--- src/rtl/uart_word_tx.sv ---
// Word-to-byte serializer for the UART transmitter: buffers 32-bit words in a FIFO
// and sends each one MSB-first as four bytes through the uart wr/busy handshake.
module uart_word_tx #(
  parameter int unsigned DEPTH = 4
) (
  input  logic                     clk,
  input  logic                     reset_i,
  input  logic                     axis_tvalid_i,
  output logic                     axis_tready_o,
  input  logic [31:0]              axis_tdata_i,
  output logic                     uart_wr_o,
  output logic [7:0]               uart_tx_data_o,
  input  logic                     uart_busy_i,
  output logic                     idle_o,
  output logic [$clog2(DEPTH):0]   level_o
);

  localparam int unsigned AW = $clog2(DEPTH);
  localparam int unsigned LW = AW + 1;

  typedef enum logic [1:0] {
    S_IDLE,
    S_SEND,
    S_GUARD,
    S_WAIT
  } state_t;

  state_t        state_q, state_d;
  logic [31:0]   mem [DEPTH];
  logic [AW-1:0] wr_ptr, rd_ptr;
  logic [31:0]   shift_q;
  logic [1:0]    idx_q;
  logic          full, empty, push;
  logic          pop, strobe, shift_en, idx_clr, idx_inc;

  assign full          = (level_o == LW'(DEPTH));
  assign empty         = (level_o == '0);
  assign axis_tready_o = !full && !reset_i;
  assign push          = axis_tvalid_i && axis_tready_o;
  assign idle_o        = empty && (state_q == S_IDLE);

  // State register
  always_ff @(posedge clk) begin
    if (reset_i) state_q <= S_IDLE;
    else         state_q <= state_d;
  end

  // Next-state and control decode; GUARD ignores busy while the UART picks up the strobe
  always_comb begin
    state_d  = state_q;
    pop      = 1'b0;
    strobe   = 1'b0;
    shift_en = 1'b0;
    idx_clr  = 1'b0;
    idx_inc  = 1'b0;
    case (state_q)
      S_IDLE: begin
        if (!empty) begin
          pop     = 1'b1;
          idx_clr = 1'b1;
          state_d = S_SEND;
        end
      end
      S_SEND: begin
        if (!uart_busy_i) begin
          strobe  = 1'b1;
          state_d = S_GUARD;
        end
      end
      S_GUARD: begin
        shift_en = 1'b1;
        state_d  = S_WAIT;
      end
      S_WAIT: begin
        if (!uart_busy_i) begin
          if (idx_q == 2'd3) begin
            state_d = S_IDLE;
          end else begin
            idx_inc = 1'b1;
            state_d = S_SEND;
          end
        end
      end
      default: state_d = S_IDLE;
    endcase
  end

  // FIFO storage needs no reset; occupancy and pointers do
  always_ff @(posedge clk) begin
    if (push) mem[wr_ptr] <= axis_tdata_i;
  end

  always_ff @(posedge clk) begin
    if (reset_i) begin
      wr_ptr         <= '0;
      rd_ptr         <= '0;
      level_o        <= '0;
      shift_q        <= '0;
      idx_q          <= '0;
      uart_wr_o      <= 1'b0;
      uart_tx_data_o <= 8'h00;
    end else begin
      uart_wr_o <= strobe;
      if (strobe) uart_tx_data_o <= shift_q[31:24];
      if (pop) begin
        shift_q <= mem[rd_ptr];
        rd_ptr  <= rd_ptr + AW'(1);
      end else if (shift_en) begin
        shift_q <= {shift_q[23:0], 8'h00};
      end
      if (idx_clr)      idx_q <= '0;
      else if (idx_inc) idx_q <= idx_q + 2'd1;
      if (push) wr_ptr <= wr_ptr + AW'(1);
      case ({push, pop})
        2'b10:   level_o <= level_o + LW'(1);
        2'b01:   level_o <= level_o - LW'(1);
        default: level_o <= level_o;
      endcase
    end
  end

endmodule

--- config.mk ---
export PLATFORM = sky130hd
export DESIGN_NAME = uart_word_tx
export DESIGN_NICKNAME = d
export VERILOG_FILES = /design/src/rtl/uart_word_tx.sv
export SDC_FILE = /design/constraint.sdc
export NUM_CORES = 1
export LEC_CHECK = 0
export ABC_AREA = 1
export CAP_MARGIN = 30
export CORE_MARGIN = 3
export CORE_UTILIZATION = 40
export CTS_CLUSTER_DIAMETER = 50
export DETAILED_ROUTE_END_ITERATION = 6
export DONT_BUFFER_PORTS = 1
export GPL_ROUTABILITY_DRIVEN = 0
export GPL_TIMING_DRIVEN = 0
export HOLD_SLACK_MARGIN = 0.08
export PLACE_DENSITY = 0.6
export SYNTH_ARGS = -nofsm -noshare
export SYNTH_HDL_FRONTEND = slang
export SYNTH_SLANG_ARGS = --single-unit
--- constraint.sdc ---
create_clock -name clk -period 2.5 [get_ports clk]
set_input_delay 0.375 -clock clk [delete_from_list [all_inputs] [get_ports clk]]
set_output_delay 0.375 -clock clk [all_outputs]
set_load 0.05 [all_outputs]
=== Word-level counts from Yosys, hierarchy flattened ===
Memory sizes are Yosys's and may differ from the RTL's. A register that Yosys moved wholly into a read port is not among the register bits.
Index checks and enable logic that the tools add are counted.

* Memories kept: 1
* Logic and storage cells: 55
* ROM bits: 0
* Output and inout bits: 14
* Bits in registers: 52
* Memory bits (writable): 128
* Input port bits: 36
* Latch bits: 0

* Eq/ne operators: 10
* Bitwise logic cells: 0
* Shift-type cells: 0
* Muxes and demuxes: 20
* $add $sub $neg: 5
* $lt $le $gt $ge: 0
* Reductions and logical operators: 11
* Divide/modulo/power cells: 0
* Multiply operators: 0

{| class="wikitable"
|+ Memories
! memory !! words !! bits a word !! read ports !! clocked after Yosys merged registers in !! wr ports !! line !! text
|-
| mem || 4 || 32 || 1 || 1 || 1 || 29 || <nowiki>logic [31:0] mem [DEPTH];</nowiki>
|}

{| class="wikitable"
|+ Operators by type and width
! cell !! count
|-
| $mux 32 || 2
|-
| $mux 1 || 11
|-
| $mux 2 || 5
|-
| $eq 2x2->1 const B || 4
|-
| $pmux 2 s4 || 1
|-
| $add 2x1->2 const B || 3
|-
| $ne 2x2->1 const B || 3
|-
| $pmux 3 s2 || 1
|-
| $eq 2x1->1 const B || 2
|-
| $reduce_bool 2->1 || 2
|-
| $add 3x1->3 const B || 1
|-
| $eq 3x3->1 const B || 1
|-
| $logic_and 1x1->1 || 3
|-
| $logic_not 3->1 || 1
|-
| $reduce_and 3->1 || 1
|-
| $sub 3x1->3 const B || 1
|-
| $logic_not 1->1 || 2
|-
| $logic_not 2->1 || 1
|-
| $reduce_or 2->1 || 1
|}

=== Longest topological paths before layout ===
* Depth in word-level cells: 6
* Mapped depth: 13
* Depth with buffers taken out: 12

=== Worst setup path before layout ===
No wires, ideal clock.

* Path type: register to register
* Start point: register level_o[0]
* End point: memory mem[0][0], enable pin
* Buffers on the path: 0
* Data required time: 2.079 ns
* Library setup time: 0.421 ns
* Cell stages (with the launch flop): 5
* Slack: -0.432 ns
* Clock period less this slack: 2.932 ns
* Arrival: 2.511 ns
* Cells stage by stage: dfxtp_1 > nor2_4 > nand2_1 > nand3_1 > nor2_1

* Word-level cells in the longest chain between the ends: 6

{| class="wikitable"
|+ RTL lines
! what !! line !! text
|-
| start, declared || 15 || <nowiki>output logic [$clog2(DEPTH):0] level_o</nowiki>
|-
| start signal, assigned || 115 || <nowiki>2'b10: level_o <= level_o + LW'(1);</nowiki>
|-
| start signal, assigned || 116 || <nowiki>2'b01: level_o <= level_o - LW'(1);</nowiki>
|-
| start signal, assigned || 117 || <nowiki>default: level_o <= level_o;</nowiki>
|-
| $eq 3x3->1 || 36 || <nowiki>assign full = (level_o == LW'(DEPTH));</nowiki>
|-
| $logic_not 1->1 || 38 || <nowiki>assign axis_tready_o = !full && !reset_i;</nowiki>
|-
| $logic_and 1x1->1 || 38 ||
|-
| $logic_and 1x1->1 || 39 || <nowiki>assign push = axis_tvalid_i && axis_tready_o;</nowiki>
|-
| $mux 1 || 90 || <nowiki>if (push) mem[wr_ptr] <= axis_tdata_i;</nowiki>
|-
| $mux 1 (implied by the code) || 90 ||
|-
| end, declared || 29 ||
|}

No other way between the ends.

=== Worst setup path in the final report ===
* Start point: register state_q[0]
* End point: register level_o[2]

* Word-level cells in the longest chain between the ends: 4
* Elaborated cells between the ends (all ways): 6
* Those cells by class: eq/ne: 2; mux: 2; reduce/logical: 2

{| class="wikitable"
|+ RTL lines
! what !! line !! text
|-
| start, declared || 28 || <nowiki>state_t state_q, state_d;</nowiki>
|-
| start signal, assigned || 45 || <nowiki>else state_q <= state_d;</nowiki>
|-
| $logic_not 2->1 * || 56 || <nowiki>case (state_q)</nowiki>
|-
| $mux 1 * || 56 ||
|-
| $eq 2x1->1 / $eq 2x2->1 (equally long branches) || 114 || <nowiki>case ({push, pop})</nowiki>
|-
| $pmux 3 s2 / $reduce_bool 2->1 (equally long branches) || n/a ||
|}

Every way passes the cells marked *; elsewhere a longest branch is shown, timed or not.
A chain may end at the register's enable or synchronous reset.

==> run metrics <==
sequential share of the synthesized area 0.670; Core Area 17700 um2; first-pass GRT wire length 27300 um; Pwr Total about 9.6 mW; Max Clk Rate 0.430 GHz; Syn. warnings 0; ys flop type edfxtp_1; initial antenna violation count 0; Routed WL 17400 um; post-route ant nets 0; Post-Syn Instances 701; Clock transition at path regs 70 ps; skew final 9.86 ps; Total Routing Usage GR 0.178; Lkg Pwr 3.26 nW; clock latency on the worst-skew pair roughly 430 ps; routed vias 5233; CTS H-Tree Depth 4; Final Cycle Share 0.931; fin crit period 2330 ps; Port Buf Inserts 0; max_cap viols 0; Die H 142 um; Initial Util 0.416; DRC marker count from the first detailed-route iteration 320; Final setup viols 0; max_slew headroom 0.316; routed vias/inst 5.25; CP endpoint kind register; Synth Net Count 749; TritonCTS Buffers 17; count of pins over their slew limit 0; Setup CP Type register to register; First-pass DRT Iterations 7; CP required 2870 ps; Startpoint Class register; Clock Tree Root clkbuf_16; Post-synth ARST share 0; IO Pins 50; clk buf depth 2; layout cell share with drive strength beyond 1 0.0997; Synth area leader edfxtp_1; endpoints failing hold 0; Distinct cells, synth 26; total global routing overflow 0; syn avg cell area 10.5 um2; synthesis-stage register bit count 182; num rows 48; DRC viols 0; DR WL/cell 17.4 um; P&R area growth vs syn 18.1%; number of clock sinks 182; CTS tree done; vias in the first global route 5067; Inserted Diodes 0; PwrDens 1110 nW/um2; post-DP HPWL around 12000 um; status finished, final reports clean; Hold Crit Class input port to register; Post-synth top cells edfxtp_1 (128), nand2_1 (113), nor2_1 (109); Synth area leaders edfxtp_1 (52%), dfxtp_1 (15%), nand2_1 (5.8%); Crit path arrival time 2690 ps; Post-Syn Area about 7400 um2; die width 142 um; Final nets about 810; Worst Tran Pin Value 1030 ps; largest net degree at the start of global routing 25; Util after Layout 0.492; worst vdd ir 0.655 mV; EDFF count, synth approximately 130; CP Max Fanout 10; dominant cell by count in the synthesized netlist edfxtp_1; full die area 20000 um2; post-synth top area share 0.523
[metrics by stage]
step | setup TNS (ps) | instances | hold WS [ps] | setup WS, ps | area (um2)
finish | 0 | 997 | 186 | 173 | 8680
CTS | 0 | 995 | 170 | 77.0 | 8660
global placement | -234560 | 926 | 447 | -1850 | 7630
floorplan | -55280 | 701 | 424 | -432 | 7350
detailed placement | -6940 | 930 | 449 | -193 | 7740
global route | -2.05 | 997 | 209 | -2.05 | 8680
[final timing paths]
| path | from | to | slack, ps | cells past startpoint |
|---|---|---|---|---|
| setup reg to reg | state_q[0] | level_o[2] | 170 | 13 |
| hold reg to reg | shift_q[25] | uart_tx_data_o[1] | 470 | 2 |
| setup / recovery | state_q[0] | level_o[2] | 170 | 13 |
| hold / removal | uart_busy_i | idx_q[1] | 190 | 3 |
[cells in the final DEF (no fill, tap or decap), types with 3 or more instances in the layout]
cell type	count
clkbuf_16	17
o21ai_0	83
inv_6	5
a21oi_1	23
nand3_1	77
nand2_1	113
nor2_4	5
dfxtp_1	51
nor2_1	105
dlygate4sd3_1	33
o21ai_1	5
buf_12	4
clkbuf_1	15
buf_2	15
buf_4	5
clkinv_4	3
inv_1	44
ha_1	11
dfxtp_2	3
inv_8	4
nand3_2	3
edfxtp_1	128
buf_6	6
[power breakdown]
part | internal [mW] | total, mW | switching, mW
Clock | 1.42 | 2.63 | 1.21
Combinational | 0.962 | 2.94 | 1.97
Sequential | 3.67 | 4.07 | 0.397
[registers in the layout, summed over array words and instances, names as in the netlist, named ones only]
register	cells
mem	128
shift_q	32
uart_tx_data_o	8
level_o	3
idx_q	2
rd_ptr	2
state_q	2
wr_ptr	2
uart_wr_o	1
[cells by family after synthesis]
| logic type | count (synthesis) | synth area share |
|---|---|---|
| fa+ha+maj | 12 | 0.0214 |
| simple gates | 307 | 0.174 |
| compound gates | 113 | 0.0788 |
| flops | 182 | 0.670 |
| buf+inv | 85 | 0.0533 |
| xor+xnor | 2 | 0.00238 |
[per-layer routing]
layer	part of all wire	track usage	vias up
met2	0.49	0.296	171
met1	0.43	0.229	2539
met5	0	0	-
li1	-	-	2498
met4	0.021	0.0667	0
met3	0.059	0.0401	25
[final cells by class]
class / instances / area (um2)
multi-input combinational: 434 / 2070
sequential: 182 / 4930
tap: 225 / 282
inverter: 46 / 173
clock buffer: 17 / 425
buffer: 39 / 221
fill: 1621 / 8970
timing repair buffer: 39 / 425
clock inverter: 15 / 158
[what timing repair did]
item | in CTS | in global routing
buffers inserted | 0 | 2
hold buffers | 33 | 0
hold endpoints to repair | 131 | 0
endpoints found under the setup margin | 94 | 2
resized for setup | 4 | 1
[critical path, stage by stage (launching register included)]
cell     delay (ps)
dfxtp_1         370
inv_1           130
ha_1            220
inv_1            80
a21oi_4         180
buf_4           220
ha_1            160
inv_1            70
fa_1            390
nor2_1          120
nor2_1           40
nand2_1          70
o21ai_0          70
a21oi_1         130
Power figures use the tool's default switching activity.
